**config.mk**
```make
export PLATFORM = sky130hd
export DESIGN_NAME = lock_acq_ctrl
export DESIGN_NICKNAME = d
export VERILOG_FILES = /design/src/rtl/lock_acq_ctrl.sv
export SDC_FILE = /design/constraint.sdc
export NUM_CORES = 1
export LEC_CHECK = 0
export ABC_CLOCK_PERIOD_IN_PS = 6100
export CORE_UTILIZATION = 40
export DETAILED_ROUTE_END_ITERATION = 8
export PLACE_DENSITY = 0.76
export REMOVE_ABC_BUFFERS = 1
export SLEW_MARGIN = 20
export SYNTH_ARGS = -nofsm -noshare
export SYNTH_HDL_FRONTEND = slang
export SYNTH_SLANG_ARGS = --single-unit
```
**constraint.sdc**
```tcl
create_clock -name clk -period 6.1 [get_ports clk]
set_clock_uncertainty 0.1 [all_clocks]
set_input_delay 0.61 -clock clk [delete_from_list [all_inputs] [get_ports clk]]
set_output_delay 0.61 -clock clk [all_outputs]
set_load 0.03 [all_outputs]
```
**src/rtl/lock_acq_ctrl.sv**
```systemverilog
// lock_acq_ctrl: saturated servo error stage plus lock-acquisition FSM that
// drives the on/hold controls of the downstream bit-shift servo filters.
module lock_acq_ctrl #(
  parameter int SIGNAL_SIZE = 25,
  parameter int CNT_W       = 24
) (
  input  logic                          clk,
  input  logic                          rst_n,
  input  logic                          lock_en,
  input  logic                          hold_req,
  input  logic signed [SIGNAL_SIZE-1:0] s_in,
  input  logic signed [SIGNAL_SIZE-1:0] setpoint,
  input  logic        [SIGNAL_SIZE-2:0] thr,
  input  logic        [CNT_W-1:0]       acq_cnt,
  input  logic        [CNT_W-1:0]       lost_cnt,
  output logic signed [SIGNAL_SIZE-1:0] err_out,
  output logic                          on_out,
  output logic                          hold_out,
  output logic                          locked,
  output logic        [1:0]             state,
  output logic        [15:0]            relock_num
);

  typedef enum logic [1:0] {
    ST_IDLE    = 2'b00,
    ST_ACQUIRE = 2'b01,
    ST_LOCKED  = 2'b10,
    ST_HOLD    = 2'b11
  } state_t;

  // Symmetric limits so the magnitude of err_out always fits SIGNAL_SIZE-1 bits
  localparam logic signed [SIGNAL_SIZE:0] POS_LIM = {2'b00, {(SIGNAL_SIZE-1){1'b1}}};
  localparam logic signed [SIGNAL_SIZE:0] NEG_LIM = -POS_LIM;

  logic signed [SIGNAL_SIZE:0]   diff;
  logic signed [SIGNAL_SIZE-1:0] err_nxt;
  logic        [SIGNAL_SIZE-1:0] err_neg;
  logic        [SIGNAL_SIZE-2:0] err_abs;
  logic                          in_win;

  state_t           state_q, state_nxt;
  logic [CNT_W-1:0] cnt_q, cnt_nxt, cnt_sat;
  logic [CNT_W:0]   cnt_inc;
  logic [CNT_W-1:0] acq_eff, lost_eff;
  logic [15:0]      relock_q, relock_nxt, relock_inc;
  logic             on_nxt, hold_nxt, locked_nxt;

  // Widened difference, clamped to the symmetric range
  always_comb begin
    diff = $signed({s_in[SIGNAL_SIZE-1], s_in}) - $signed({setpoint[SIGNAL_SIZE-1], setpoint});
    if (diff > POS_LIM)      err_nxt = POS_LIM[SIGNAL_SIZE-1:0];
    else if (diff < NEG_LIM) err_nxt = NEG_LIM[SIGNAL_SIZE-1:0];
    else                     err_nxt = diff[SIGNAL_SIZE-1:0];
  end

  // Error register, updated every cycle regardless of FSM state
  always_ff @(posedge clk or negedge rst_n) begin
    if (!rst_n) err_out <= '0;
    else        err_out <= err_nxt;
  end

  // Window test on the registered error
  always_comb begin
    err_neg = '0 - err_out;
    err_abs = err_out[SIGNAL_SIZE-1] ? err_neg[SIGNAL_SIZE-2:0] : err_out[SIGNAL_SIZE-2:0];
    in_win  = (err_abs <= thr);
  end

  // Dwell-count helpers: saturating increment and zero-as-one thresholds
  always_comb begin
    cnt_inc    = {1'b0, cnt_q} + {{CNT_W{1'b0}}, 1'b1};
    cnt_sat    = cnt_inc[CNT_W] ? '1 : cnt_inc[CNT_W-1:0];
    acq_eff    = (acq_cnt  == '0) ? CNT_W'(1) : acq_cnt;
    lost_eff   = (lost_cnt == '0) ? CNT_W'(1) : lost_cnt;
    relock_inc = (relock_q == '1) ? relock_q : relock_q + 16'd1;
  end

  // State, counter and relock registers; Moore outputs registered from next state
  always_ff @(posedge clk or negedge rst_n) begin
    if (!rst_n) begin
      state_q  <= ST_IDLE;
      cnt_q    <= '0;
      relock_q <= '0;
      on_out   <= 1'b0;
      hold_out <= 1'b0;
      locked   <= 1'b0;
    end else begin
      state_q  <= state_nxt;
      cnt_q    <= cnt_nxt;
      relock_q <= relock_nxt;
      on_out   <= on_nxt;
      hold_out <= hold_nxt;
      locked   <= locked_nxt;
    end
  end

  // Next-state logic with dwell counting
  always_comb begin
    state_nxt  = state_q;
    cnt_nxt    = '0;
    relock_nxt = relock_q;
    if (!lock_en) begin
      state_nxt = ST_IDLE;
    end else begin
      unique case (state_q)
        ST_IDLE: state_nxt = ST_ACQUIRE;
        ST_ACQUIRE: begin
          if (in_win) begin
            if (cnt_inc >= {1'b0, acq_eff}) state_nxt = ST_LOCKED;
            else                            cnt_nxt   = cnt_sat;
          end
        end
        ST_LOCKED: begin
          if (hold_req) begin
            state_nxt = ST_HOLD;
          end else if (!in_win) begin
            if (cnt_inc >= {1'b0, lost_eff}) begin
              state_nxt  = ST_ACQUIRE;
              relock_nxt = relock_inc;
            end else begin
              cnt_nxt = cnt_sat;
            end
          end
        end
        ST_HOLD: begin
          if (!hold_req) state_nxt = ST_LOCKED;
        end
        default: state_nxt = ST_IDLE;
      endcase
    end
  end

  // Output decode of the next state
  always_comb begin
    on_nxt     = (state_nxt == ST_LOCKED) || (state_nxt == ST_HOLD);
    hold_nxt   = (state_nxt == ST_HOLD);
    locked_nxt = on_nxt;
  end

  assign state      = state_q;
  assign relock_num = relock_q;

endmodule

```
Word level (Yosys, flattened, before mapping)
Index checks and enable logic that the tools add are counted.

Flip-flop bits (word level): 69. Output and inout port bits: 46. Word-level logic and storage cells: 50.

$add $sub $neg: 4. Magnitude comparators: 5. Equal/unequal tests: 6. Mux-type cells: 21. Bitwise logic cells: 3. Reduce and logical (&&, ||, !) cells: 5.

Operators with widths (count): $mux W24 (10); $ge A25 B24 Y1 (2); $mux W25 (2); $logic_not A24 Y1 (2); $pmux W24 S2 (1); $gt A26 B25 Y1 const B (1); $lt A26 B25 Y1 const B (1); $sub A25 B25 Y26 (1); $add A24 B1 Y25 const B (1); $le A24 B24 Y1 (1); $sub A1 B24 Y24 const A (1); $add A16 B1 Y16 const B (1); $eq A16 B16 Y1 const B (1); $mux W2 (7); $eq A2 B2 Y1 const B (4); $pmux W2 S4 (1); $reduce_and A6 Y1 (1); $not A1 Y1 (3); $eq A2 B1 Y1 const B (1); $logic_not A2 Y1 (1); $logic_or A1 B1 Y1 (1).

Longest topological paths before layout
Word-level depth: 10. Gate-level depth with buffers: 21.

Least setup slack after synthesis
OpenSTA, ideal clock, no wires.

Path kind: register -> register. Start point: register err_out[3]. End point: register relock_q[3] (netlist: relock_num[3]). Setup time: 0.135 ns. Data arrival time: 4.763 ns. Setup slack: 1.102 ns. Stages on the path, launching flop included: 20. Buffers on the path: 2. Clock period less this slack: 4.998 ns. Cell sequence: dfrtp_1 > or4_1 > or2_1 > or3_1 > or4_1 > nand2b_1 > o31ai_2 > xnor2_1 > ha_1 > nand4_1 > nor4_1 > o21ai_0 > o21a_1 > o211ai_1 > and2_1 > and4_1 > clkbuf_1 > buf_2 > nand3_1 > xnor2_1.

Word-level cells in the longest chain between the ends: 5.

Ends and longest elaborated chain: from (decl) (line 16) `output logic signed [SIGNAL_SIZE-1:0] err_out,`; from (signal assigned) (line 59) `else err_out <= err_nxt;`; $sub A1 B24 Y24 (line 64) `err_neg = '0 - err_out;`; $mux W24 * (line 65) `err_abs = err_out[SIGNAL_SIZE-1] ? err_neg[SIGNAL_SIZE-2:0] : err_out[SIGNAL_SIZE-2:0];`; $le A24 B24 Y1 * (line 66) `in_win = (err_abs <= thr);`; $not A1 Y1 (no line) *; $reduce_and A6 Y1 (no line) *; to (signal assigned) (line 90) `relock_q <= relock_nxt;`; to (decl) (line 45) `logic [15:0] relock_q, relock_nxt, relock_inc;`.

Mark *: on every way between the ends. The rest lies on a longest branch, timed or not. A chain may end at the register's enable or synchronous reset.

Worst setup path after layout
Start point: register err_out[3]. End point: register relock_q[1] (netlist: relock_num[1]).

Same word-level chain as after synthesis.

==> run summary <==
The maximum operating frequency came out at between 0.15 and 0.2 GHz. Walking the worst path, the cells encountered are or4_1 > or2_1 > or3_1 > or4_1 > nand2b_1 > o31ai_2 > xnor2_1 > ha_1 > nand4_1 > nor4_1 > o21ai_0 > o21a_1 > o211ai_1 > and2_1 > and4_1 > mux2_2. The hold violation count in the final report is 0. The gate count of the mapped netlist came out at around 860. The initial standard-cell utilization of the core is approximately 41%. No sink is reached through more buffers than the 2 on the longest clock path. The setup-violating endpoint count in the final report is 0.

The netlist area before placement came out at 7131 µm². The floorplan has 48 rows. The number of maximum-capacitance violations came out at 0. The sum of routed wire length over all layers is between 15000 and 20000 µm. The worst ir drop on vdd came out at 99.43 µV. In the synthesized netlist the dominant register cell turns out to be sky130_fd_sc_hd__dfrtp_1.

The share of post-route cells with drive strength above 1 is under 10%. The post-CTS setup repair buffer count came out at 0. The leakage power came out at about 4.6 nW.

The max-slew violation total from the final report is 0. Clock-pin slew was measured on the worst setup and hold paths at about 0.060 ns. Among the stages of the critical path, the cell type that occurs most often is sky130_fd_sc_hd__or4_1. Setup repair after global routing left no endpoint under its margin. TritonCTS built the clock tree.

The overall global routing resource usage came out at roughly a fifth. The total via count after detailed routing came out at about 6600. The delay of the slowest cell on the worst path came out at ~0.58 ns. Counting the buffers created by CTS gives 9.

The number of warnings printed during yosys synthesis came out at 0. CTS built an H-tree with a depth of 3. The number of search-and-repair iterations in the first detailed-routing pass came out at 4. Once placement finished, the instance area stood at 9044 µm².

The slowest stage of the critical path is the sky130_fd_sc_hd__and4_1 cell. The final HPWL from detailed placement is about 15000 µm. The final critical-path share of the clock period is between 80 and 90%. The sum of overflow across all layers after global routing came out at 0. The met1 wire length came out at between 7000 and 8000 µm. Counting flops with an async set or reset pin after synthesis yields a share of 100.0%. The proportion of synthesized chip area in sequential cells came out at between 20% and 30%. The minimum clock period after layout is approximately 5.3 ns.

The number of primary I/O pins is 172. The number of routed nets with antenna violations came out at 0. The total core area is roughly 17000 µm². The maximum number of pins on one net before global-route repair came out at 70. The type of the worst setup path is flip-flop to flip-flop. The count of input and output buffers came out at ~170. The die footprint is ~18000 µm². In the routed design, unresolved DRC markers number 0. In the final routed layout, each cell accounts on average for between 10 and 15 µm. The count of unique library cells instantiated by Yosys is 74.

The worst setup path is launched from a flip-flop. The post-cts gate resize count is 0. The clock reaches the later pin of the worst-skew pair after 0.33 ns.

The power density normalized to cell area came out at roughly 210 nW/µm². The largest driver fanout on the critical path came out at 16. The layout overhead on the synthesized area came out at 31.39%.

The initial detailed-routing violation count is 250. After routing the design area is approximately 9400 µm². The per-instance average area after synthesis came out at a little over 8 µm². The number of buffers inserted by hold repair at cts came out at 0. The count of nets after finishing came out at 1257. The met3 wirelength from detailed routing is approximately 1000 µm.

Final hold analysis gives a worst-case slack of ~0.35 ns. The tree is rooted in a sky130_fd_sc_hd__clkbuf_16. After synthesis the netlist holds a flip-flop and latch count of 69. The die outline height came out at 135.5 µm. The clock sink total came out at 69. The setup total negative slack came out at 0 ns. The horizontal die dimension is 135.5 µm. The number of vias per cell after detailed routing came out at around 5.2. The arrival time at the worst endpoint came out at approximately 5.4 ns. The number of synthesized flops with an enable pin came out at 0.

The routability congestion estimate from global placement came out at ~0.9. Wire segments on met2 add up to approximately 9000 µm in the final route. The highest layer touched by signal routing is met4.

The worst slew slack as a fraction of its limit came out at 38.34%. The run finished with clean final reports. The number of global-route vias before repair is between 6000 and 7000. The global-route wire length before repair is 29120 µm. The number of antenna violations at the first check in global routing came out at 1. STA classifies the critical path endpoint as a flip-flop.

The worst hold path belongs to the class input port to async pin. The endpoint required time on the critical path came out at around 6.2 ns. The number of fillers in the final layout came out at roughly 1600. The slew at the pin closest to its max-slew limit is roughly 0.92 ns.
worst paths after layout:
kind / start / to / slack (ns) / depth (start not counted)
setup / recovery: err_out[3] / relock_num[1] / 0.81 / 16
hold / removal: rst_n / cnt_q[0] / 0.35 / 2
setup reg to reg: err_out[3] / relock_num[1] / 0.81 / 16
hold reg to reg: relock_num[5] / relock_num[5] / 0.39 / 1
max in group asynchronous: rst_n / err_out[12] / 4.97 / 2
min in group clk: relock_num[5] / relock_num[5] / 0.39 / 1
worst max-delay path, delay by kind of cell, from the launching register on:
| family | cells | cell delay [ns] |
|---|---|---|
| simple gates | 9 | 3.14 |
| compound gates | 4 | 0.72 |
| flops | 1 | 0.43 |
| mux | 1 | 0.40 |
| fa+ha+maj | 1 | 0.30 |
| xor+xnor | 1 | 0.09 |
flip-flops by register name, indices dropped and copies added (netlist names):
register,cells
hold_out,1
cnt_q,24
err_out,25
state,2
relock_num,16
locked,1
per-layer routing:
metal  up-vias  global-route usage [%]
met5         -                       0
met4         0                   6.929
met3        26                   3.853
met2       182                   36.10
met1      2962                   22.85
li1       3385                       -
cells in the mapped netlist, drive strengths merged, types with 9 or more instances:
cell	number	area (µm²)
ha	105	1314
nand4	34	212.7
nor3	11	55.05
xor2	18	165.2
a21o	25	187.7
o21ai	31	155.1
xnor2	58	508.0
dfrtp	69	1727
a21oi	73	376.6
and3	17	106.4
nand3	22	110.1
clkbuf	17	65.06
o211ai	9	67.56
inv	141	529.3
nor4	17	106.4
nor2	27	101.4
a22oi	11	82.58
nand2	53	198.9
power by group:
| part | switching (mW) | internal (mW) | total (mW) |
|---|---|---|---|
| Clock | 0.183 | 0.368 | 0.551 |
| Combinational | 0.460 | 0.407 | 0.867 |
| Sequential | 0.0681 | 0.508 | 0.576 |
| Total | 0.711 | 1.28 | 1.99 |
stage by stage:
stage	cells	utilization [%]	power, mW	setup WS [ns]
after global placement	1239	52.11	1.436	0.8873
final	1255	53.98	1.993	0.8077
after floorplan	840	-	1.117	0.8478
after detailed placement	1239	52.11	1.449	0.8282
after global routing	1254	53.96	2.124	0.4618
after CTS	1254	53.96	2.008	0.8069
layout by cell type, fill, tap and decap left out, types with 8 or more instances in the layout:
cell,Yosys,final
sky130_fd_sc_hd__o211ai_1,9,9
sky130_fd_sc_hd__xnor2_1,58,58
sky130_fd_sc_hd__nand4_1,34,34
sky130_fd_sc_hd__nor2_1,27,27
sky130_fd_sc_hd__nor4_1,17,17
sky130_fd_sc_hd__and3_1,17,17
sky130_fd_sc_hd__o21a_1,8,8
sky130_fd_sc_hd__nor3_1,11,11
sky130_fd_sc_hd__xor2_1,17,17
sky130_fd_sc_hd__a21oi_1,70,70
sky130_fd_sc_hd__a22oi_1,11,11
sky130_fd_sc_hd__clkdlybuf4s50_1,0,170
sky130_fd_sc_hd__o21ai_0,28,28
sky130_fd_sc_hd__nand2_1,53,53
sky130_fd_sc_hd__dfrtp_1,69,69
sky130_fd_sc_hd__ha_1,105,105
sky130_fd_sc_hd__a21o_1,25,25
sky130_fd_sc_hd__inv_1,140,140
sky130_fd_sc_hd__nand3_1,22,22
sky130_fd_sc_hd__clkbuf_16,0,9
cell type report:
cell class / instances / area (µm²) / area share (%)
repair buffers: 174 / 1729 / 18.46
clock inverters: 5 / 83.83 / 0.8948
inverters: 141 / 529.3 / 5.649
flip-flops and latches: 69 / 1727 / 18.43
diodes: 1 / 2.502 / 0.02671
multi-input cells: 630 / 4777 / 50.99
clock buffers: 10 / 239.0 / 2.551
well taps: 225 / 281.5 / 3.005
cell families after synthesis:
| kind of cell | synth area share [%] |
|---|---|
| and+or+nand+nor | 17.30 |
| AOI/OAI and AO/OA | 20.32 |
| buffers and inverters | 8.879 |
| adders and majority gates | 19.41 |
| xor gates and xnor gates | 9.440 |
| DFF | 24.21 |
| muxes | 0.4387 |
No activity file was read; power rests on OpenSTA's default activity.
